**src/rtl/maze_generator.sv**
```systemverilog
// Binary-tree perfect-maze generator, one cell carved per clock from a 16-bit LFSR.
// Define MAZE_GEN_OPENINGS_EN to also open the entry/exit border segments on completion.
module maze_generator #(
    parameter int          COLS         = 10,
    parameter int          ROWS         = 15,
    parameter logic [15:0] SEED_DEFAULT = 16'hACE1
) (
    input  logic                       clk,
    input  logic                       rst,
    input  logic                       start,
    input  logic [15:0]                seed,
    output logic [(ROWS+1)*COLS-1:0]   h_walls,
    output logic [ROWS*(COLS+1)-1:0]   v_walls,
    output logic                       busy,
    output logic                       done
);

    localparam int HW  = (ROWS + 1) * COLS;
    localparam int VW  = ROWS * (COLS + 1);
    localparam int HIW = $clog2(HW);
    localparam int VIW = $clog2(VW);
    localparam int RW  = (ROWS > 1) ? $clog2(ROWS) : 1;
    localparam int CW  = (COLS > 1) ? $clog2(COLS) : 1;

    localparam logic [1:0] S_IDLE  = 2'd0;
    localparam logic [1:0] S_INIT  = 2'd1;
    localparam logic [1:0] S_CARVE = 2'd2;
    localparam logic [1:0] S_DONE  = 2'd3;

    logic [1:0]    state_q, state_d;
    logic [15:0]   lfsr_q, lfsr_d;
    logic [RW-1:0] row_q, row_d;
    logic [CW-1:0] col_q, col_d;
    logic [HW-1:0] h_q, h_d;
    logic [VW-1:0] v_q, v_d;
    logic          busy_q, busy_d;
    logic          done_q, done_d;

    logic           top_row;
    logic           last_col;
    logic           last_row;
    logic           go_north;
    logic           go_east;
    logic           lfsr_fb;
    logic [HIW-1:0] north_idx;
    logic [VIW-1:0] east_idx;

    assign top_row   = (row_q == '0);
    assign last_col  = (col_q == CW'(COLS - 1));
    assign last_row  = (row_q == RW'(ROWS - 1));
    assign lfsr_fb   = lfsr_q[0] ^ lfsr_q[2] ^ lfsr_q[3] ^ lfsr_q[5];
    assign north_idx = HIW'(32'(row_q) * COLS + 32'(col_q));
    assign east_idx  = VIW'(32'(row_q) * (COLS + 1) + 32'(col_q) + 1);

    // Top row can only go east, last column can only go north.
    always_comb begin
        go_north = 1'b0;
        go_east  = 1'b0;
        if (top_row) begin
            go_east = !last_col;
        end else if (last_col) begin
            go_north = 1'b1;
        end else begin
            go_north = lfsr_q[0];
            go_east  = !lfsr_q[0];
        end
    end

    always_comb begin
        state_d = state_q;
        lfsr_d  = lfsr_q;
        row_d   = row_q;
        col_d   = col_q;
        h_d     = h_q;
        v_d     = v_q;
        busy_d  = busy_q;
        done_d  = 1'b0;
        case (state_q)
            S_IDLE: begin
                if (start) begin
                    lfsr_d  = (seed == 16'h0000) ? SEED_DEFAULT : seed;
                    busy_d  = 1'b1;
                    state_d = S_INIT;
                end
            end
            S_INIT: begin
                h_d     = '1;
                v_d     = '1;
                row_d   = '0;
                col_d   = '0;
                state_d = S_CARVE;
            end
            S_CARVE: begin
                lfsr_d = {lfsr_fb, lfsr_q[15:1]};
                if (go_north) begin
                    h_d[north_idx] = 1'b0;
                end
                if (go_east) begin
                    v_d[east_idx] = 1'b0;
                end
                if (last_col) begin
                    col_d = '0;
                    if (last_row) begin
                        busy_d  = 1'b0;
                        done_d  = 1'b1;
                        state_d = S_DONE;
`ifdef MAZE_GEN_OPENINGS_EN
                        h_d[0]      = 1'b0;
                        h_d[HW - 1] = 1'b0;
`endif
                    end else begin
                        row_d = row_q + 1'b1;
                    end
                end else begin
                    col_d = col_q + 1'b1;
                end
            end
            S_DONE: begin
                state_d = S_IDLE;
            end
            default: begin
                state_d = S_IDLE;
            end
        endcase
    end

    always_ff @(posedge clk) begin
        if (rst) begin
            state_q <= S_IDLE;
            lfsr_q  <= SEED_DEFAULT;
            row_q   <= '0;
            col_q   <= '0;
            h_q     <= '1;
            v_q     <= '1;
            busy_q  <= 1'b0;
            done_q  <= 1'b0;
        end else begin
            state_q <= state_d;
            lfsr_q  <= lfsr_d;
            row_q   <= row_d;
            col_q   <= col_d;
            h_q     <= h_d;
            v_q     <= v_d;
            busy_q  <= busy_d;
            done_q  <= done_d;
        end
    end

    assign h_walls = h_q;
    assign v_walls = v_q;
    assign busy    = busy_q;
    assign done    = done_q;

endmodule

```
**config.mk**
```make
export PLATFORM = sky130hd
export DESIGN_NAME = maze_generator
export DESIGN_NICKNAME = d
export VERILOG_FILES = /design/src/rtl/maze_generator.sv
export SDC_FILE = /design/constraint.sdc
export NUM_CORES = 1
export LEC_CHECK = 0
export ABC_AREA = 1
export CELL_PAD_IN_SITES_DETAIL_PLACEMENT = 1
export CELL_PAD_IN_SITES_GLOBAL_PLACEMENT = 1
export CORE_UTILIZATION = 36
export CTS_BUF_LIST = sky130_fd_sc_hd__clkbuf_4
export DETAILED_ROUTE_END_ITERATION = 8
export GPL_TIMING_DRIVEN = 1
export PLACE_DENSITY_LB_ADDON = 0.1
export SYNTH_ARGS = -nofsm -noshare
export SYNTH_HDL_FRONTEND = slang
export SYNTH_SLANG_ARGS = --single-unit
```
**constraint.sdc**
```tcl
create_clock -name clk -period 4.4 [get_ports clk]
set_clock_uncertainty 0.1 [all_clocks]
set_input_delay 0.88 -clock clk [delete_from_list [all_inputs] [get_ports clk]]
set_output_delay 0.88 -clock clk [all_outputs]
set_load 0.01 [all_outputs]
```
==> results.md <==
- DRC violations left: 0
- Syn Nets: 1,847
- Worst hold stages: 2
- Synthesized flop and latch total: 353
- Final setup viols: 0
- Final setup TNS: 0 ns
- H-tree depth: 3
- CP most frequent cell: nand2_1
- Kind of critical path: flip-flop to flip-flop
- Die area: 0.03896 mm^2
- Highest Clock Rate: 256.2 MHz
- Vert. Die Dim: 197.4 um
- Starting Density: 36.57%
- Synth unique cells: 31
- # rows: 71
- Register area share after synthesis: 51.42%
- Share of cells above drive strength 1: 10.15%
- Syn avg cell area: 7.652 um^2
- Worst vdd ir: 295.6 uV
- Hold Crit Start: v_walls[18]
- Worst-path clk slew: 0.07 ns
- Tot Pwr: 7.705 mW
- DRT Wirelength: 49.76 mm
- Per-cell routed wire length: 18.09 um
- Syn Inst Count: 1,796
- Worst slew pin tran: 0.9470 ns
- Final Hold Fails: 0
- Final min period: 3.903 ns
- Worst EP required: 4.94 ns
- Non-filler cells, final: 2,750
- Reg-to-reg critical path startpoint: row_q[1]
- Nature of the critical path endpoint: flip-flop
- Rel. slew slack: 36.86%
- Gp weighted congestion: 0.7813
- Vias per cell: 4.913
- Worst R2R End: v_walls[161]
- Layout Nets: 2,211
- Max-slew violations: 0
- Gr usage total: 25.64%
- Worst Path Arrival: 4.44 ns
- Util after Layout: 50.07%
- Boundary Pins: 346
- Post_cts resized: 0
- Placed cell count: 2,571
- Commonest non-fill, non-tap cell in the layout: nand2_1
- Most frequent cells in the layout: 709 x nand2_1, 353 x dfxtp_1, 349 x nand3_1, 345 x clkdlybuf4s50_1, 151 x clkbuf_4
- Port bufs: 345
- Mapped cell area: 0.01374 mm^2
- CP max-delay cell: dfxtp_1
- Root buffer cell: clkbuf_4
- Pin count of the biggest net entering global routing: 170
- Period utilisation layout: 88.71%
- Routed Antenna Nets: 0
- Clk_lat worst skew: 0.80 ns
- Unrepaired setup endpoints after global routing: false
- Total vias in the final route: 13,510
- Initial DRC count: 720
- HPWL after DPL: 33.63 mm
- Width of the die: 197.4 um
- Post-CTS Hold Fix Bufs: 0
- Inserted Clock Buffers: 98
- CP max stage delay: 0.55 ns
- DR pass1 iterations: 5
- Pwr Density: 409.5 mW/mm^2
- Hold-critical path endpoint: v_walls[18]
- Max-Cap Viols: 0
- R2R Setup Slk: 0.50 ns
- Max FO, Critical Path: 21
- # fillers: 4,663
- First-pass GRT wire length: 77.45 mm
- Status: complete, no violations
- Grt ovf: 0
- Total clock sinks: 353
- Synth warnings: 0
- Clock tree buffer depth: 3
- Leakage: 9.015 nW
- CTS tree: yes
- Vias in the first global route: 13,810
- Crit path launch type: flip-flop
- # Post-CTS Setup Buffers: 0
- Worst hold path type: flip-flop to flip-flop
- Worst-case reg-to-reg path depth: 18
- Critical path, cell by cell: inv_1, ha_1, xnor2_1, xor2_1, inv_1, ha_1, fa_1, nand2_1, nand2_1, nand2_1, nand2_1, nand2_1, inv_1, nor2_4, buf_4, nand3_1, nand2_1, nand2_1
- Core area: 0.03758 mm^2
- Area Overhead vs Synth: 36.90%
- Initial antenna violation count: 2
-- per-stage QoR --
stage | hold WS [ns] | setup WS (ns) | cell area (um^2)
after floorplan | 0.3422 | 1.301 | 13740
after global placement | 0.3263 | 0.6906 | 17520
after detailed placement | 0.3319 | 0.5223 | 17520
after CTS | 0.3474 | 0.4893 | 18810
after global routing | 0.3570 | 0.1860 | 18810
final | 0.3442 | 0.4965 | 18810
-- cells by family (layout without fill, tap and decap cells) --
logic type | after synthesis | count (layout) | share of synthesized area (%)
xor gates and xnor gates | 8 | 8 | 0.5098
adders and majority gates | 32 | 32 | 3.186
buffers and inverters | 182 | 622 | 6.528
DFF | 353 | 353 | 51.42
AOI/OAI and AO/OA | 83 | 83 | 3.278
other | 0 | 3 | 0
and+or+nand+nor | 1138 | 1138 | 35.08
-- cell type report --
type	count	area [um^2]	share of cell area [%]
Antenna cell	3	7.507	0.03990
Clock buffer	151	1134	6.025
Clock inverter	25	150.1	0.7980
Inverter	72	270.3	1.436
Multi-Input combinational cell	1261	5826	30.96
Sequential cell	353	7067	37.56
Tap cell	511	639.4	3.398
Timing Repair Buffer	374	3721	19.78
-- state kept, by name, indices dropped and copies added, names as in the netlist --
| name | count |
|---|---|
| state_q | 2 |
| row_q | 4 |
| h_walls | 160 |
| done | 1 |
| lfsr_q | 16 |
| col_q | 4 |
| v_walls | 165 |
| busy | 1 |
-- layer usage --
layer / vias to the layer above / wire (um) / global-route usage (%)
li1: 6569 / - / -
met2: 404 / 23710 / 43.15
met4: 0 / 1233 / 9.676
met3: 78 / 3860 / 7.888
met5: - / 0 / 0
met1: 6460 / 20950 / 30.52
-- how the worst max path moves through the flow --
stage              from            to  slack (ns)  depth (start not counted)
6_report       row_q[1]  v_walls[161]        0.50                         18
2_1_floorplan  row_q[2]   v_walls[26]        1.30                         14
4_1_cts        row_q[1]  v_walls[110]        0.49                         18
3_5_place_dp   row_q[1]  v_walls[101]        0.52                         18
5_1_grt        row_q[1]  v_walls[107]        0.19                         18
3_3_place_gp   row_q[1]  v_walls[161]        0.69                         18
-- synthesized netlist by cell type (all sizes together) --
cell / number / area share [%]
a211oi: 1 / 0.055
a21oi: 27 / 1.0
a311oi: 2 / 0.13
buf: 65 / 3.3
clkbuf: 45 / 1.2
dfxtp: 353 / 51
fa: 5 / 0.73
ha: 27 / 2.5
inv: 72 / 2.0
nand2: 716 / 20
nand3: 350 / 13
nand3b: 1 / 0.055
nand4: 2 / 0.091
nor2: 62 / 2.2
nor3: 4 / 0.15
nor4: 1 / 0.046
o211ai: 8 / 0.44
o21ai: 44 / 1.6
o22ai: 1 / 0.046
or2: 2 / 0.091
xnor2: 4 / 0.25
xor2: 4 / 0.25
-- power by group --
part	internal, mW	switching (mW)
Combinational	0.304	0.939
Clock	1.67	1.41
Sequential	3.30	0.0760
-- critical path, delay by kind of cell (launching register included) --
kind	cells	cell delay (ns)
flip-flops	1	0.55
adder cells (fa/ha/maj)	3	0.98
AND/OR/NAND/NOR	9	1.10
XOR/XNOR	2	0.36
buffers and inverters	4	0.64
(Power assumes the default switching activity.)
